## config.mk

```make
export PLATFORM = sky130hd
export DESIGN_NAME = mult_div_ctrl_flat
export DESIGN_NICKNAME = d
export VERILOG_FILES = /design/src/rtl/mult_div_ctrl_if.sv /design/src/rtl/mult_div_ctrl.sv /design/src/flat_wrapper.sv
export SDC_FILE = /design/constraint.sdc
export NUM_CORES = 1
export LEC_CHECK = 0
export BUFFER_PORTS_ARGS = -buffer_cell sky130_fd_sc_hd__buf_2
export CORE_MARGIN = 10
export CORE_UTILIZATION = 35
export CTS_CLUSTER_DIAMETER = 50
export DETAILED_ROUTE_END_ITERATION = 8
export PLACE_DENSITY = 0.54
export SLEW_MARGIN = 20
export SYNTH_ARGS = -nofsm -noshare
export SYNTH_HDL_FRONTEND = slang
export SYNTH_SLANG_ARGS = --single-unit
```

## constraint.sdc

```tcl
create_clock -name clk -period 5.1 [get_ports clk]
set_clock_uncertainty 0.1 [all_clocks]
set_input_delay 1.02 -clock clk [delete_from_list [all_inputs] [get_ports clk]]
set_output_delay 1.02 -clock clk [all_outputs]
set_load 0.02 [all_outputs]
```

## src/rtl/mult_div_ctrl_if.sv

```systemverilog
// mult_div_ctrl_if
//   Request/response bundle between the main controller and the multiply/divide
//   unit.
//
//   Handshake: start_mult / start_div act as "valid". The unit is "ready" only
//   while its FSM is IDLE, which is exactly when busy is low. A start is
//   accepted on a rising edge where valid is high and the unit is IDLE. Starts
//   at any other time are dropped without side effects, so the requester must
//   hold its start until it sees busy rise. a_in/b_in only need to be valid on
//   the accepting edge. done pulses for one cycle once hi/lo (or div_zero) are
//   final. While done is high, busy is still high.
//
//   master : controller side (drives starts and operands)
//   slave  : mult/div unit side (drives busy, done, div_zero, hi, lo)
interface mult_div_ctrl_if;
  logic        start_mult;
  logic        start_div;
  logic [31:0] a_in;
  logic [31:0] b_in;
  logic        busy;
  logic        done;
  logic        div_zero;
  logic [31:0] hi;
  logic [31:0] lo;

  modport master (
    output start_mult, start_div, a_in, b_in,
    input  busy, done, div_zero, hi, lo
  );

  modport slave (
    input  start_mult, start_div, a_in, b_in,
    output busy, done, div_zero, hi, lo
  );
endinterface

```

## src/rtl/mult_div_ctrl.sv

```systemverilog
// mult_div_ctrl
//   Multi-cycle signed multiply/divide unit that owns the HI/LO registers.
//   Multiply uses radix-2 Booth recoding over 32 iterations. Divide uses
//   unsigned restoring division on operand magnitudes over 32 iterations,
//   followed by a sign fix-up. HI/LO are written only on the FIX->DONE edge.
//
//   Ports:
//     clk      : system clock, rising edge
//     rst      : asynchronous, active-low reset
//     bus      : mult_div_ctrl_if.slave (starts, operands, busy/done/div_zero, hi/lo)
//     dbgState : current FSM state (IDLE=0, MULT=1, DIV=2, FIX=3, DONE=4)
module mult_div_ctrl (
  input  logic              clk,
  input  logic              rst,
  mult_div_ctrl_if.slave    bus,
  output logic [2:0]        dbgState
);

  typedef enum logic [2:0] {
    IDLE = 3'd0,
    MULT = 3'd1,
    DIV  = 3'd2,
    FIX  = 3'd3,
    DONE = 3'd4
  } state_t;

  state_t      state;
  // Multiply: {upper partial product, multiplier being shifted out}.
  // Divide:   {partial remainder, dividend shifting into quotient}.
  logic [63:0] acc;
  logic [31:0] mcand;   // multiplicand, or divisor magnitude
  logic        qm1;     // Booth's extra bit to the right of acc[0]
  logic [4:0]  cnt;
  logic        isDiv;
  logic        qNeg;
  logic        rNeg;

  logic [31:0] aMag;
  logic [31:0] bMag;
  logic [32:0] upperExt;
  logic [63:0] boothNext;
  logic [32:0] divShift;
  logic [31:0] divDiff;
  logic [63:0] divNext;

  assign dbgState = state;

  always_comb begin
    aMag = bus.a_in[31] ? (32'd0 - bus.a_in) : bus.a_in;
    bMag = bus.b_in[31] ? (32'd0 - bus.b_in) : bus.b_in;

    // The upper half is widened to 33 bits so that adding or subtracting a
    // most-negative multiplicand cannot overflow before the arithmetic shift.
    upperExt = {acc[63], acc[63:32]};
    case ({acc[0], qm1})
      2'b01:   upperExt = upperExt + {mcand[31], mcand};
      2'b10:   upperExt = upperExt - {mcand[31], mcand};
      default: upperExt = {acc[63], acc[63:32]};
    endcase
    boothNext = {upperExt, acc[31:1]};

    // Restoring step: shift the next dividend bit into the remainder. The
    // difference always fits in 32 bits whenever the subtraction is kept.
    divShift = acc[63:31];
    divDiff  = divShift[31:0] - mcand;
    if (divShift >= {1'b0, mcand}) begin
      divNext = {divDiff, acc[30:0], 1'b1};
    end else begin
      divNext = {divShift[31:0], acc[30:0], 1'b0};
    end
  end

  always_ff @(posedge clk or negedge rst) begin
    if (!rst) begin
      state        <= IDLE;
      acc          <= '0;
      mcand        <= '0;
      qm1          <= 1'b0;
      cnt          <= '0;
      isDiv        <= 1'b0;
      qNeg         <= 1'b0;
      rNeg         <= 1'b0;
      bus.busy     <= 1'b0;
      bus.done     <= 1'b0;
      bus.div_zero <= 1'b0;
      bus.hi       <= '0;
      bus.lo       <= '0;
    end else begin
      case (state)
        IDLE: begin
          if (bus.start_mult) begin
            acc          <= {32'd0, bus.b_in};
            mcand        <= bus.a_in;
            qm1          <= 1'b0;
            cnt          <= 5'd31;
            isDiv        <= 1'b0;
            bus.busy     <= 1'b1;
            bus.div_zero <= 1'b0;
            state        <= MULT;
          end else if (bus.start_div) begin
            if (bus.b_in == 32'd0) begin
              // Nothing to compute: report straight away and leave hi/lo alone.
              bus.busy     <= 1'b1;
              bus.done     <= 1'b1;
              bus.div_zero <= 1'b1;
              state        <= DONE;
            end else begin
              acc          <= {32'd0, aMag};
              mcand        <= bMag;
              qNeg         <= bus.a_in[31] ^ bus.b_in[31];
              rNeg         <= bus.a_in[31];
              cnt          <= 5'd31;
              isDiv        <= 1'b1;
              bus.busy     <= 1'b1;
              bus.div_zero <= 1'b0;
              state        <= DIV;
            end
          end
        end

        MULT: begin
          acc <= boothNext;
          qm1 <= acc[0];
          cnt <= cnt - 5'd1;
          if (cnt == 5'd0) state <= FIX;
        end

        DIV: begin
          acc <= divNext;
          cnt <= cnt - 5'd1;
          if (cnt == 5'd0) state <= FIX;
        end

        FIX: begin
          if (isDiv) begin
            bus.lo <= qNeg ? (32'd0 - acc[31:0])  : acc[31:0];
            bus.hi <= rNeg ? (32'd0 - acc[63:32]) : acc[63:32];
          end else begin
            bus.lo <= acc[31:0];
            bus.hi <= acc[63:32];
          end
          bus.done <= 1'b1;
          state    <= DONE;
        end

        DONE: begin
          bus.done <= 1'b0;
          bus.busy <= 1'b0;
          state    <= IDLE;
        end

        default: state <= IDLE;
      endcase
    end
  end

endmodule
```

## src/flat_wrapper.sv

```systemverilog
// flat-port wrapper written by rule: the top's interface ports become plain ports
module mult_div_ctrl_flat 
  (clk, rst, dbgState, bus_start_mult, bus_start_div, bus_a_in, bus_b_in, bus_busy, bus_done, bus_div_zero, bus_hi, bus_lo);
  mult_div_ctrl_if bus_i ();
  input  logic clk;
  input  logic rst;
  output logic [2:0] dbgState;
  input wire logic [$bits(bus_i.start_mult)-1:0] bus_start_mult;
  input wire logic [$bits(bus_i.start_div)-1:0] bus_start_div;
  input wire logic [$bits(bus_i.a_in)-1:0] bus_a_in;
  input wire logic [$bits(bus_i.b_in)-1:0] bus_b_in;
  output wire logic [$bits(bus_i.busy)-1:0] bus_busy;
  output wire logic [$bits(bus_i.done)-1:0] bus_done;
  output wire logic [$bits(bus_i.div_zero)-1:0] bus_div_zero;
  output wire logic [$bits(bus_i.hi)-1:0] bus_hi;
  output wire logic [$bits(bus_i.lo)-1:0] bus_lo;
  assign bus_i.start_mult = bus_start_mult;
  assign bus_i.start_div = bus_start_div;
  assign bus_i.a_in = bus_a_in;
  assign bus_i.b_in = bus_b_in;
  assign bus_busy = bus_i.busy;
  assign bus_done = bus_i.done;
  assign bus_div_zero = bus_i.div_zero;
  assign bus_hi = bus_i.hi;
  assign bus_lo = bus_i.lo;
  mult_div_ctrl u_core (.clk(clk), .rst(rst), .bus(bus_i), .dbgState(dbgState));
endmodule
```

==> flow_summary.json <==
{
  "setup_viol": 0,
  "critPathLaunchType": "flop",
  "syn_nets": 2052,
  "ys_seq_elements": 175,
  "die_h_um": 227,
  "area_delta_synth_final_pct": 11.5,
  "hold_depth": 2,
  "drtPass1Iterations": 7,
  "clk_pin_slew_ns": 0.08,
  "netlist_area_sq_um": 15000,
  "clockPowerShare": 0.096,
  "initial_utilization": 0.356,
  "slew_headroom": 0.352,
  "htree_levels": 4,
  "min_period_ns": 4.75,
  "path_max_fanout": 4,
  "grt_setup_unrepaired": "false",
  "vdd_drop_max_uv": 370,
  "pwr-share-seq": 0.214,
  "synth_xor_xnor_area_share": 0.119,
  "synthAdderAreaFrac": 0.0636,
  "leakagePower_uw": 0.00720,
  "r2r_start": "u_core.mcand[0]",
  "arrival_ns": 5.03,
  "power.total_uw": 14100,
  "io_pins": 138,
  "synth-simple-area-share": 0.187,
  "drtIter0Drc": 1490,
  "tightest_slew_ns": 0.963,
  "period_share": 0.931,
  "synth_cell_types": 89,
  "async_reset_ff_frac": 1.00,
  "ys_seq_area_frac": 0.292,
  "cts_tree": "yes",
  "hold_slack_ns": 0.373,
  "status": "finished, final reports clean",
  "hold-path-endpoint": "u_core.bus.hi[15]",
  "crit_path_end_kind": "flop",
  "hold_violations": 0,
  "sw_frac_of_total": 0.540,
  "crit_type": "reg2reg",
  "cts-root-buf": "clkbuf_16",
  "die-area_sq_um": 51500,
  "via_count": 14419,
  "antenna_left": 0,
  "track_usage": 0.211,
  "p_sw_uw": 7590,
  "num_rows": 75,
  "numCtsBuffers": 17,
  "cp_data_required_time_ns": 5.38,
  "synthMuxAreaShare": 0.0270,
  "dp_hpwl_um": 42100,
  "drc": 0,
  "clkLatencyLatePin_ns": 0.45,
  "synth_top_family_by_area": "compound AO/OA/AOI/OAI gates",
  "ff2ff_path_depth": 17,
  "seq_area_sq_um": 4380,
  "reg2reg_slack_ns": 0.35,
  "synth_ff_type": "dfrtp_1",
  "port-buffer-count": 137,
  "vias_per_cell": 5.71,
  "cts_buffer_depth": 2,
  "fill_cells": 4376,
  "place_congestion": 0.927,
  "grt_pass1_vias": 13551,
  "routedWlPerCell_um": 21.6,
  "hp-start": "u_core.bus.hi[15]",
  "synth_edf_count": 0,
  "combPwrFrac": 0.690,
  "grt_pass1_wl_um": 83700,
  "layout-drive-gt1-share": 0.116,
  "grt-ovfl-total": 0,
  "antenna_found_initial": 4,
  "hold_path.class": "reg2reg",
  "fmax_ghz": 0.211,
  "final_max_slew_viol_count": 0,
  "grt_max_degree": 112,
  "worstReg2RegEnd": "u_core.acc[63]",
  "core_area_sq_um": 42100,
  "p_int_uw": 6470,
  "routed_wl_um": 54500,
  "yosys_warnings": 0,
  "p_per_area_nw_per_um2": 841,
  "synthCells": 1909,
  "nNetsFinal": 2116,
  "fin_tns_setup_ns": 0,
  "synth_compound_area_frac": 0.261,
  "maxCapViolCount": 0,
  "die_w_um": 227,
  "clock-sinks": 175,
  "avgSynthCellArea_sq_um": 7.86,
  "multi_input_comb_area_sq_um": 9900
}
==> synthesized netlist by cell type, types with 16 or more instances <==
| cell type | n | area share |
|---|---|---|
| o21ai_0 | 239 | 0.080 |
| nand2_1 | 238 | 0.060 |
| dfrtp_1 | 175 | 0.29 |
| a21oi_1 | 155 | 0.052 |
| nor2_1 | 152 | 0.038 |
| xnor2_1 | 114 | 0.067 |
| clkbuf_1 | 92 | 0.023 |
| xor2_1 | 90 | 0.053 |
| ha_1 | 73 | 0.061 |
| inv_1 | 70 | 0.018 |
| nor3_1 | 40 | 0.013 |
| mux2i_1 | 30 | 0.020 |
| a22oi_1 | 23 | 0.012 |
| a21o_1 | 22 | 0.011 |
| a31oi_1 | 22 | 0.0092 |
| nand3_1 | 22 | 0.0073 |
| nor4_1 | 20 | 0.0083 |
| o211ai_1 | 20 | 0.010 |
| o31ai_1 | 20 | 0.010 |
| a221oi_1 | 19 | 0.011 |
| a222oi_1 | 16 | 0.011 |
==> area by class of cell <==
class                      instances  share of cell area
timing repair buffer             162              0.0551
tap                              539              0.0403
clock buffer                      22              0.0278
inverter                          70              0.0157
antenna                            2            0.000299
sequential                       175               0.262
multi-input combinational       1547               0.592
clock inverter                    10             0.00726
==> cells in the final DEF, fill, tap and decap left out, types with 16 or more instances in the layout <==
master | synthesis | final
nand2_1 | 238 | 238
o21ai_0 | 239 | 236
dfrtp_1 | 175 | 175
a21oi_1 | 155 | 155
nor2_1 | 152 | 152
buf_2 | 11 | 135
xnor2_1 | 114 | 114
xor2_1 | 90 | 90
ha_1 | 73 | 73
inv_1 | 70 | 70
nor3_1 | 40 | 39
mux2i_1 | 30 | 30
a22oi_1 | 23 | 23
buf_4 | 6 | 23
a31oi_1 | 22 | 22
a21o_1 | 22 | 22
nand3_1 | 22 | 22
o211ai_1 | 20 | 20
o31ai_1 | 20 | 20
nor4_1 | 20 | 19
a221oi_1 | 19 | 19
clkbuf_16 | 0 | 17
a222oi_1 | 16 | 16
==> flip-flops by register name (all words and copies together), names as in the netlist <==
| signal | cells |
|---|---|
| u_core.acc | 64 |
| u_core.bus.busy | 1 |
| u_core.bus.div_zero | 1 |
| u_core.bus.done | 1 |
| u_core.bus.hi | 32 |
| u_core.bus.lo | 32 |
| u_core.cnt | 5 |
| u_core.dbgState | 3 |
| u_core.isDiv | 1 |
| u_core.mcand | 32 |
| u_core.qNeg | 1 |
| u_core.qm1 | 1 |
| u_core.rNeg | 1 |
==> timing repair <==
| action | in CTS | in global routing |
|---|---|---|
| buffers inserted | 0 | 2 |
| resized for setup | 0 | 7 |
| hold buffers | 0 | 0 |
| endpoints found under the setup margin | 0 | 2 |
==> per-stage QoR <==
| stage | util | area [sq um] | worst slack, ns | std cells |
|---|---|---|---|---|
| 6_report | 0.397 | 16700 | 0.354 | 2527 |
| 3_3_place_gp | 0.382 | 16100 | 0.345 | 2491 |
| 2_1_floorplan | - | 15000 | 0.684 | 1909 |
| 5_1_grt | 0.397 | 16700 | 0.0108 | 2526 |
| 4_1_cts | 0.396 | 16700 | 0.258 | 2523 |
| 3_5_place_dp | 0.382 | 16100 | 0.280 | 2491 |
==> power by group through the flow <==
stage	combinational [uW]	clock [uW]	sequential (uW)
after global routing	10800	1430	3100
after floorplan	6980	0	2830
after CTS	9650	1370	2980
after global placement	9600	0	2980
after detailed placement	9600	0	3000
final	9700	1350	3010
==> worst max-delay path by stage <==
stage | cells past startpoint | slack, ns | start | endpoint
after global routing | 17 | 0.01 | u_core.mcand[0] | u_core.acc[63]
after floorplan | 17 | 0.68 | u_core.mcand[5] | u_core.acc[63]
after global placement | 18 | 0.35 | u_core.mcand[0] | u_core.acc[63]
after CTS | 17 | 0.26 | u_core.mcand[0] | u_core.acc[63]
after detailed placement | 17 | 0.28 | u_core.mcand[0] | u_core.acc[63]
final | 17 | 0.35 | u_core.mcand[0] | u_core.acc[63]
==> cell families after synthesis <==
logic type / Yosys count
muxes: 38
buffers and inverters: 187
AOI/OAI and AO/OA: 636
DFF: 175
and+or+nand+nor: 594
xor gates and xnor gates: 204
adders and majority gates: 75
==> worst max-delay path, stage by stage (launching register included) <==
cell      delay, ns
dfrtp_1        0.42
inv_1          0.11
ha_1           0.19
or4b_2         0.68
nor4_4         0.34
and4_4         0.31
nor2_1         0.06
xnor2_1        0.14
ha_1           0.29
a21oi_1        0.28
o211ai_1       0.17
a41o_1         0.30
a2111o_1       0.38
o21ai_1        0.20
o21ai_1        0.15
a31oi_1        0.24
mux2i_1        0.19
o21bai_1       0.11
==> routing by layer <==
layer  track usage  up-vias  wire (um)
met5             0        -         18
met4        0.0451        2        644
met3        0.0470       33       4460
met2         0.311      466      23400
met1         0.306     6896      26000
li1              -     7022          -
No activity file was read; power rests on OpenSTA's default activity.
